File: src/rtl/vcmd_pkg.sv
// Shared definitions for the video command burst decoder:
// opcodes, FSM state encoding and the address-byte-count helper.
package vcmd_pkg;

   typedef enum logic [2:0] {
      ST_IDLE = 3'd0,
      ST_ADDR = 3'd1,
      ST_DATA = 3'd2,
      ST_FCOL = 3'd3,
      ST_FRUN = 3'd4
   } state_t;

   localparam logic [1:0] OP_NOP     = 2'b00;
   localparam logic [1:0] OP_WRITE   = 2'b01;
   localparam logic [1:0] OP_SETADDR = 2'b10;
   localparam logic [1:0] OP_FILL    = 2'b11;

   // Number of SETADDR payload bytes needed to cover an address of addr_w bits.
   function automatic int unsigned addr_bytes(input int unsigned addr_w);
      return (addr_w + 32'd7) / 32'd8;
   endfunction

endpackage

File: src/rtl/vcmd_pixstep.sv
// Channel index / pixel address stepper shared by WRITE and FILL.
// Each advance moves to the next channel; the last channel bumps the address (wrapping).
module vcmd_pixstep #(
   parameter int ADDR_W   = 18,
   parameter int CHANNELS = 3,
   parameter int IDX_W    = 2
) (
   input  logic              clk,
   input  logic              nrst,
   input  logic              load,
   input  logic [ADDR_W-1:0] load_addr,
   input  logic              clr,
   input  logic              advance,
   output logic [IDX_W-1:0]  idx,
   output logic [ADDR_W-1:0] addr,
   output logic              last
);

   localparam logic [IDX_W-1:0] IDX_LAST = IDX_W'(CHANNELS - 1);

   logic [IDX_W-1:0]  idx_r;
   logic [ADDR_W-1:0] addr_r;

   assign idx  = idx_r;
   assign addr = addr_r;
   assign last = (idx_r == IDX_LAST);

   // Load wins over clear (abort drops a partial pixel), clear wins over advance.
   always_ff @(posedge clk) begin
      if (!nrst) begin
         idx_r  <= '0;
         addr_r <= '0;
      end else if (load) begin
         idx_r  <= '0;
         addr_r <= load_addr;
      end else if (clr) begin
         idx_r  <= '0;
      end else if (advance) begin
         if (last) begin
            idx_r  <= '0;
            addr_r <= addr_r + ADDR_W'(1);
         end else begin
            idx_r  <= idx_r + IDX_W'(1);
         end
      end
   end

endmodule

File: src/rtl/vcmd_burst.sv
// SPI command-stream decoder: SETADDR / WRITE / FILL into a pixel memory,
// emitting one registered channel-byte write per DataRdy strobe.
module vcmd_burst
   import vcmd_pkg::*;
#(
   parameter int ADDR_W   = 18,
   parameter int DATA_W   = 8,
   parameter int CHANNELS = 3,
   parameter int CNT_W    = 6,
   localparam int IDX_W   = (CHANNELS > 1) ? $clog2(CHANNELS) : 1
) (
   input  logic              Clk,
   input  logic              NRst,
   input  logic              CmdRecv,
   input  logic [DATA_W-1:0] CmdIn,
   input  logic              Abort,
   output logic [ADDR_W-1:0] MemAddr,
   output logic [DATA_W-1:0] DataOut,
   output logic [IDX_W-1:0]  DataIndex,
   output logic              DataRdy,
   output logic              Busy,
   output logic              Err
);

   localparam int         ABYTES     = int'(addr_bytes(ADDR_W));
   localparam logic [2:0] ABYTE_LAST = 3'(ABYTES - 1);
   localparam logic [2:0] COL_LAST   = 3'(CHANNELS - 1);

   state_t              state_r, state_s;
   logic [2:0]          bcnt_r;
   logic [CNT_W-1:0]    pix_r;
   logic [ADDR_W-1:0]   acc_r, acc_next_s;
   logic [DATA_W-1:0]   colour_r [0:(1 << IDX_W) - 1];

   logic                wr_s, fill_s, step_load_s, step_clr_s, err_set_s, last_wr_s;
   logic [DATA_W-1:0]   wr_data_s;
   logic [IDX_W-1:0]    step_idx;
   logic [ADDR_W-1:0]   step_addr;
   logic                step_last;

   // MSB-first shift; bits beyond ADDR_W fall off the top.
   assign acc_next_s = ADDR_W'({acc_r, CmdIn});

   vcmd_pixstep #(
      .ADDR_W  (ADDR_W),
      .CHANNELS(CHANNELS),
      .IDX_W   (IDX_W)
   ) u_step (
      .clk      (Clk),
      .nrst     (NRst),
      .load     (step_load_s),
      .load_addr(acc_next_s),
      .clr      (step_clr_s),
      .advance  (wr_s),
      .idx      (step_idx),
      .addr     (step_addr),
      .last     (step_last)
   );

   // State register.
   always_ff @(posedge Clk) begin
      if (!NRst) begin
         state_r <= ST_IDLE;
      end else begin
         state_r <= state_s;
      end
   end

   // Next-state and per-cycle write/control decode.
   always_comb begin
      state_s     = state_r;
      wr_s        = 1'b0;
      fill_s      = 1'b0;
      wr_data_s   = CmdIn;
      step_load_s = 1'b0;
      step_clr_s  = 1'b0;
      err_set_s   = 1'b0;
      last_wr_s   = step_last && (pix_r == '0);
      if (Abort) begin
         state_s    = ST_IDLE;
         step_clr_s = 1'b1;
      end else begin
         case (state_r)
            ST_IDLE: begin
               if (CmdRecv) begin
                  case (CmdIn[7:6])
                     OP_SETADDR: state_s = ST_ADDR;
                     OP_WRITE:   state_s = ST_DATA;
                     OP_FILL:    state_s = ST_FCOL;
                     default:    state_s = ST_IDLE;
                  endcase
               end else begin
                  state_s = ST_IDLE;
               end
            end
            ST_ADDR: begin
               if (CmdRecv && (bcnt_r == ABYTE_LAST)) begin
                  step_load_s = 1'b1;
                  state_s     = ST_IDLE;
               end else begin
                  state_s = ST_ADDR;
               end
            end
            ST_DATA: begin
               if (CmdRecv) begin
                  wr_s    = 1'b1;
                  state_s = last_wr_s ? ST_IDLE : ST_DATA;
               end else begin
                  state_s = ST_DATA;
               end
            end
            ST_FCOL: begin
               // The first fill write goes out on the same edge that latches the last colour byte.
               if (CmdRecv && (bcnt_r == COL_LAST)) begin
                  wr_s      = 1'b1;
                  fill_s    = 1'b1;
                  wr_data_s = (CHANNELS == 1) ? CmdIn : colour_r[0];
                  state_s   = last_wr_s ? ST_IDLE : ST_FRUN;
               end else begin
                  state_s = ST_FCOL;
               end
            end
            ST_FRUN: begin
               wr_s      = 1'b1;
               fill_s    = 1'b1;
               wr_data_s = colour_r[step_idx];
               err_set_s = CmdRecv;
               state_s   = last_wr_s ? ST_IDLE : ST_FRUN;
            end
            default: begin
               state_s = ST_IDLE;
            end
         endcase
      end
   end

   // Byte counter, pixel counter, address accumulator and colour latch.
   always_ff @(posedge Clk) begin
      if (!NRst) begin
         bcnt_r <= 3'd0;
         pix_r  <= '0;
         acc_r  <= '0;
         for (int i = 0; i < (1 << IDX_W); i++) begin
            colour_r[i] <= '0;
         end
      end else begin
         if (!Abort && CmdRecv && (state_r == ST_IDLE)) begin
            bcnt_r <= 3'd0;
            acc_r  <= '0;
            pix_r  <= CmdIn[CNT_W-1:0];
         end else if (!Abort && CmdRecv && ((state_r == ST_ADDR) || (state_r == ST_FCOL))) begin
            bcnt_r <= bcnt_r + 3'd1;
            acc_r  <= acc_next_s;
            if (state_r == ST_FCOL) begin
               colour_r[bcnt_r[IDX_W-1:0]] <= CmdIn;
            end
         end
         if (wr_s && step_last) begin
            pix_r <= pix_r - CNT_W'(1);
         end
      end
   end

   // Registered write port and status flags; address/data/index hold between writes.
   always_ff @(posedge Clk) begin
      if (!NRst) begin
         MemAddr   <= '0;
         DataOut   <= '0;
         DataIndex <= '0;
         DataRdy   <= 1'b0;
         Busy      <= 1'b0;
         Err       <= 1'b0;
      end else begin
         DataRdy <= wr_s;
         Busy    <= wr_s && fill_s;
         Err     <= Err | err_set_s;
         if (wr_s) begin
            MemAddr   <= step_addr;
            DataOut   <= wr_data_s;
            DataIndex <= step_idx;
         end
      end
   end

endmodule

File: config.mk
export PLATFORM = sky130hd
export DESIGN_NAME = vcmd_burst
export DESIGN_NICKNAME = d
export VERILOG_FILES = /design/src/rtl/vcmd_pkg.sv /design/src/rtl/vcmd_pixstep.sv /design/src/rtl/vcmd_burst.sv
export SDC_FILE = /design/constraint.sdc
export NUM_CORES = 1
export LEC_CHECK = 0
export ABC_AREA = 1
export CAP_MARGIN = 5
export CORE_MARGIN = 1.5
export CORE_UTILIZATION = 35
export CTS_CLUSTER_SIZE = 14
export DETAILED_ROUTE_END_ITERATION = 8
export PLACE_DENSITY_LB_ADDON = 0.2
export SETUP_SLACK_MARGIN = 0.02
export SYNTH_ARGS = -nofsm -noshare
export SYNTH_HDL_FRONTEND = slang
export SYNTH_SLANG_ARGS = --single-unit
File: constraint.sdc
create_clock -name Clk -period 5.3 [get_ports Clk]
set_clock_uncertainty 0.15 [all_clocks]
set_input_delay 0.53 -clock Clk [delete_from_list [all_inputs] [get_ports Clk]]
set_output_delay 0.53 -clock Clk [all_outputs]
set_load 0.05 [all_outputs]
==> results of run 1 <==
-- worst register-to-register path, cell delays in order (launching register included) --
cell,delay [ps]
dfxtp_1,370
inv_1,180
ha_1,190
nand2_1,100
nor2_4,170
nand2_4,130
nand3_4,150
nand2_2,310
inv_2,590
nand2_1,170
nand2_1,130
a21oi_1,60
-- cell families (layout without fill, tap and decap cells) --
family          after synthesis  after routing
compound gates              137            137
flops                       107            107
buf+inv                      81            114
fa+ha+maj                     5              5
simple gates                332            332
xor+xnor                      9              9
-- stage by stage --
step / std cells / total power [mW] / util [%] / worst slack [ps] / cell area [µm²]
2_1_floorplan: 671 / 0.9436 / - / 3072 / 5140
3_3_place_gp: 872 / 0.9818 / 39.10 / 1938 / 5640
3_5_place_dp: 872 / 0.9829 / 39.10 / 1834 / 5640
4_1_cts: 888 / 1.714 / 41.40 / 2218 / 5972
5_1_grt: 888 / 1.761 / 41.40 / 1941 / 5972
6_report: 888 / 1.700 / 41.40 / 2180 / 5972
-- metal layers --
layer,share of wire (%),up-vias,routed length (µm)
li1,-,2258,-
met1,48,2087,6453
met2,45,131,6081
met3,6.0,14,818
met4,1.6,0,223
met5,0,-,0
-- Yosys cell counts (3+ instances only) --
| master | number | area [µm²] |
|---|---|---|
| nor3_2 | 6 | 60.06 |
| o211ai_1 | 8 | 60.06 |
| nor2_1 | 134 | 503.0 |
| inv_1 | 50 | 187.7 |
| nor3_1 | 13 | 65.06 |
| a21oi_1 | 57 | 285.3 |
| inv_2 | 4 | 15.01 |
| buf_4 | 3 | 22.52 |
| buf_2 | 11 | 55.05 |
| nor2_2 | 4 | 25.02 |
| nand3b_1 | 3 | 22.52 |
| dfxtp_1 | 75 | 1501 |
| ha_1 | 5 | 62.56 |
| clkbuf_1 | 7 | 26.28 |
| buf_6 | 4 | 45.04 |
| nand2_1 | 127 | 476.7 |
| edfxtp_1 | 32 | 960.9 |
| nand2_2 | 5 | 31.28 |
| nand3_1 | 20 | 100.1 |
| nand4_1 | 10 | 62.56 |
| xor2_1 | 7 | 61.31 |
| o21ai_0 | 65 | 325.3 |
-- report_power, final --
group / internal, mW / switching (mW)
registers: 0.856 / 0.00798
clock network: 0.423 / 0.312
logic: 0.0302 / 0.0715
total: 1.31 / 0.392
-- flip-flops by register name (all words and copies together) (netlist names), 3 cells and up, named ones only --
register     count
state_r          3
pix_r            6
MemAddr         18
colour_r        32
bcnt_r           3
DataOut          8
acc_r           10
u_step.addr     18
-- path summary, 6_finish.rpt --
path	startpoint	endpoint	slack, ps	cells after the start
hold reg to reg	acc_r[3]	acc_r[3]	320	2
setup reg to reg	bcnt_r[0]	u_step.idx[1]	2510	11
hold / removal	acc_r[3]	acc_r[3]	320	2
setup / recovery	CmdRecv	colour_r[2][6]	2180	7
-- layout make-up --
type	count	area [µm²]	area share [%]
inverters	55	206.4	3.457
flip-flops and latches	107	2462	41.23
clock buffers	12	277.8	4.651
multi-input cells	483	2318	38.82
repair buffers	43	422.9	7.082
clock inverters	4	53.80	0.9009
well taps	184	230.2	3.855
-- cells in the final DEF (no fill, tap or decap), types with 3 or more instances in the layout --
cell	Yosys	final
nor2_1	134	134
nand2_1	127	127
dfxtp_1	75	75
o21ai_0	65	65
a21oi_1	57	57
inv_1	50	50
clkdlybuf4s50_1	0	41
edfxtp_1	32	32
nand3_1	20	20
nor3_1	13	13
nand4_1	10	10
clkbuf_16	0	10
o211ai_1	8	8
xor2_1	7	7
nor3_2	6	6
nand2_2	5	5
ha_1	5	5
nor2_2	4	4
inv_2	4	4
nand3b_1	3	3
==> results.py, run 1 <==
metrics = {
    "layout": {
        "antenna_cells": 0,
        "area_growth_pct": 16.19,
        "n_fill_cell": 1465,
        "nNetsFinal": 716,
        "drive_gt1_share_pct": 6.534,
    },
    "pwr": {
        "pwr_density_cell_nw_per_um2": 284.7,
        "p_leak_nw": 2.375,
        "ir_worst_vdd_mv": 0.1488,
    },
    "clocking": {
        "path_clk_slew_ps": 70,
        "cts_resized": 0,
        "post_cts_buffers": 0,
        "cts_buffers": 9,
        "cts_sinks": 107,
        "htreeDepth": 3,
        "cts_tree": "built",
        "cts_root_buf": "clkbuf_16",
        "clk_latency_ps": 360,
        "cts_hold_buf": 0,
        "cts_buffer_depth": 2,
    },
    "place": {
        "dp_hpwl_um": 9387,
        "portBuffers": 42,
        "place.gp.congestion": 0.8421,
    },
    "timing": {
        "min_period_ps": 3120,
        "tns_ps": 0,
        "timing.fmax_mhz": 320.5,
        "timing.hold.ws_ps": 322.6,
        "relSlewSlack_pct": 31.36,
        "tightestPinTransition_ps": 1019,
        "report.final.slew_viol_count": 0,
        "timing.final.crit_share_pct": 58.87,
        "hold_viol": 0,
        "rsz0062_at_grt": "false",
        "setup_viol": 0,
    },
    "critical_path": {
        "setup.worst_path.start_class": "primary input",
        "crit_fanout": 18,
        "crit_slowest_cell": "o21ai_0",
        "crit_buf_inv": 2,
        "path_cells": "clkdlybuf4s50_1, inv_1, nor2_2, nand3_2, nor2_2, nand2_2, o21ai_0",
        "critPathMostFrequentCell": "nor2_2",
        "path_class": "primary input to flip-flop",
        "cpPeakStageDelay_ps": 880,
        "end_kind": "flip-flop",
        "required_ps": 5140,
        "crit_arrival_ps": 2960,
        "critical_path.top_delay_family": "simple AND/OR/NAND/NOR gates",
    },
    "die": {
        "coreArea_um2": 14420,
        "die_width_um": 124.2,
        "rows": 44,
        "start_util_pct": 35.63,
        "die-area_um2": 15420,
        "io_pins": 43,
        "dieHeight_um": 124.2,
    },
    "synth": {
        "synth-edff-count": 32,
        "yosys.area_share.xor_xnor_pct": 1.534,
        "synthCells": 671,
        "synth_compound_area_share_pct": 13.95,
        "muxShareOfSynthArea_pct": 0,
        "yosysWarnings": 0,
        "ys_types": 36,
        "synth_fp_nets": 688,
        "ys.flop_type": "dfxtp_1",
        "async_flop_share_pct": 0,
        "synth_top_family_by_area": "simple AND/OR/NAND/NOR gates",
        "synth_area_per_cell_um2": 7.660,
        "synthesis.area_um2": 5140,
        "yosys.area_share.simple_pct": 28.41,
        "synth_seq_area_share_pct": 47.91,
        "synthAdderAreaFrac_pct": 1.217,
        "ys_ff_latch": 107,
    },
    "global_routing": {
        "gr-total-overflow": 0,
        "use_met3_pct": 4.762,
        "grtUsageMet2_pct": 28.85,
        "grt_max_degree": 56,
        "antenna_found_initial": 0,
        "met1_usage_pct": 24.73,
        "first_global_vias": 4214,
        "grt.busiest_layer": "met2",
        "grt_util_all_layers_pct": 18.53,
        "grt_pass1_wl_um": 21450,
    },
    "hold_path": {
        "hold_class": "flip-flop to flip-flop",
    },
    "route": {
        "drtAntennaViolNets": 0,
        "vias": 4490,
        "wl_per_cell_um": 15.29,
        "drc": 0,
        "dr.pass1.iters": 5,
        "drt_wl_total_um": 13580,
        "via_per_inst": 5.056,
        "drtIter0Drc": 447,
    },
    "outcome": {
        "status": "finished, final reports clean",
    },
    "run": {
        "cap_violations": 0,
    },
}
No activity file was read; power rests on OpenSTA's default activity.
==> run 2, diff against run 1 <==
==> constraint.sdc (replaced) <==
create_clock -name Clk -period 3.05 [get_ports Clk]
set_clock_uncertainty 0.15 [all_clocks]
set_input_delay 0.305 -clock Clk [delete_from_list [all_inputs] [get_ports Clk]]
set_output_delay 0.305 -clock Clk [all_outputs]
set_load 0.05 [all_outputs]
==> run 2 against run 1 <==
Combinational power up 75%. Critical path depth grew 4. Register-to-register slack lost 1800 ps. Clock power grew 59%. Final cell count rose by 0.90%. Non-clock buffer count grew 8. Clock-buffer cell count down 1. Utilization rose by 0.096 points. Sequential power rose by 74%. Critical path type is now flip-flop to flip-flop. Critical endpoint is now MemAddr[16]. Largest cell class unchanged. Highest routed layer unchanged.
==> results.py, run 2 (synthesized netlist as in run 1, its figures left out) <==
metrics = {
    "global_routing": {
        "grt_util_all_layers_pct": 18.65,
        "use_met3_pct": 3.114,
        "grt_pass1_wl_um": 21490,
        "met1_usage_pct": 26.00,
        "grt.busiest_layer": "met2",
        "first_global_vias": 4143,
        "gr-total-overflow": 0,
        "grt_max_degree": 55,
        "antenna_found_initial": 0,
        "grtUsageMet2_pct": 28.64,
    },
    "route": {
        "drt_wl_total_um": 13790,
        "dr.pass1.iters": 5,
        "wl_per_cell_um": 15.39,
        "vias": 4542,
        "drtAntennaViolNets": 0,
        "via_per_inst": 5.069,
        "drc": 0,
        "drtIter0Drc": 401,
    },
    "run": {
        "cap_violations": 0,
    },
    "place": {
        "portBuffers": 42,
        "placed_cell_area_um2": 5700,
        "place_ws_ps": 535.7,
        "place.gp.congestion": 0.8777,
        "dp_hpwl_um": 9751,
        "placed_cells": 880,
    },
    "clocking": {
        "cts_buffers": 9,
        "cts_sinks": 107,
        "cts_tree": "built",
        "cts_resized": 0,
        "clk_latency_ps": 360,
        "post_cts_buffers": 0,
        "cts_root_buf": "clkbuf_16",
        "path_clk_slew_ps": 70,
        "htreeDepth": 3,
        "cts_buffer_depth": 2,
        "cts_hold_buf": 0,
    },
    "pwr": {
        "p_leak_nw": 2.388,
        "pwr_density_cell_nw_per_um2": 476.0,
        "total_power_mw": 2.849,
        "ir_worst_vdd_mv": 0.2773,
    },
    "critical_path": {
        "setup.worst_path.start_class": "flip-flop",
        "crit_arrival_ps": 2480,
        "required_ps": 3190,
        "end_kind": "flip-flop",
        "critical_path.top_delay_family": "buffers and inverters",
        "crit_fanout": 30,
        "crit_slowest_cell": "dfxtp_1",
        "crit_buf_inv": 3,
        "path_class": "flip-flop to flip-flop",
        "path_cells": "inv_1, ha_1, nand2_1, nor2_4, nand2_4, nand3_4, nand2_2, inv_2, buf_4, o21ai_0, a21oi_1",
        "cpPeakStageDelay_ps": 370,
    },
    "layout": {
        "area_growth_pct": 16.46,
        "drive_gt1_share_pct": 7.163,
        "layout_commonest_cell": "nor2_1",
        "layout_common_cells": "nor2_1 (134), nand2_1 (127), dfxtp_1 (75), o21ai_0 (65), a21oi_1 (57)",
        "nNetsFinal": 724,
        "final_area_um2": 5986,
        "top_register": "colour_r",
        "antenna_cells": 0,
        "largest_reg_flops": 32,
        "stdcell_count": 896,
    },
    "timing": {
        "tightestPinTransition_ps": 623.5,
        "setup_viol": 0,
        "relSlewSlack_pct": 58.39,
        "min_period_ps": 2340,
        "report.final.slew_viol_count": 0,
        "hold_viol": 0,
        "rsz0062_at_grt": "false",
        "timing.fmax_mhz": 427.3,
        "timing.final.crit_share_pct": 76.73,
        "fin_ws_ps": 709.8,
        "tns_ps": 0,
    },
    "outcome": {
        "status": "finished, final reports clean",
    },
    "die": {
        "coreArea_um2": 14420,
        "rows": 44,
        "dieHeight_um": 124.2,
        "start_util_pct": 35.63,
        "io_pins": 43,
        "die_width_um": 124.2,
        "die-area_um2": 15420,
    },
    "hold_path": {
        "hold_class": "flip-flop to flip-flop",
    },
}
## run 2: through the flow
| step | util, % | hold WS [ps] |
|---|---|---|
| after global placement | 39.52 | 305.5 |
| after global routing | 41.50 | 348.1 |
| after CTS | 41.50 | 313.1 |
| final | 41.50 | 310.6 |
| after detailed placement | 39.52 | 302.5 |
| after floorplan | - | 292.2 |
## run 2: worst paths after layout
path / from / end / slack (ps) / cells past startpoint
worst max-delay path: bcnt_r[0] / MemAddr[16] / 710 / 11
worst min-delay path: acc_r[7] / acc_r[7] / 310 / 2
worst max register to register: bcnt_r[0] / MemAddr[16] / 710 / 11
worst min register to register: acc_r[7] / acc_r[7] / 310 / 2
## run 2: tightest hold or removal path, delay by kind of cell, from the launching register on
family	cells	cell delay, ps
flops	1	310
simple gates	1	60
compound gates	1	50
## run 2: area by class of cell
class,instances,area [µm²]
Inverter,55,206.4
Fill cell,1457,8438
Clock buffer,11,232.7
Timing Repair Buffer,51,483.0
Clock inverter,5,52.55
Sequential cell,107,2462
Tap cell,184,230.2
Multi-Input combinational cell,483,2318
## run 2: metal layers
metal	routed length, µm	part of all wire (%)	up-vias
li1	-	-	2279
met2	6301	46	121
met4	247	1.8	0
met3	681	4.9	15
met1	6558	48	2127
met5	0	0	-
## run 2: power breakdown
group | internal [mW] | switching (mW) | leakage (nW) | total (mW)
Sequential | 1.49 | 0.0145 | 0.935 | 1.50
Clock | 0.634 | 0.534 | 0.134 | 1.17
Combinational | 0.0547 | 0.124 | 1.32 | 0.179
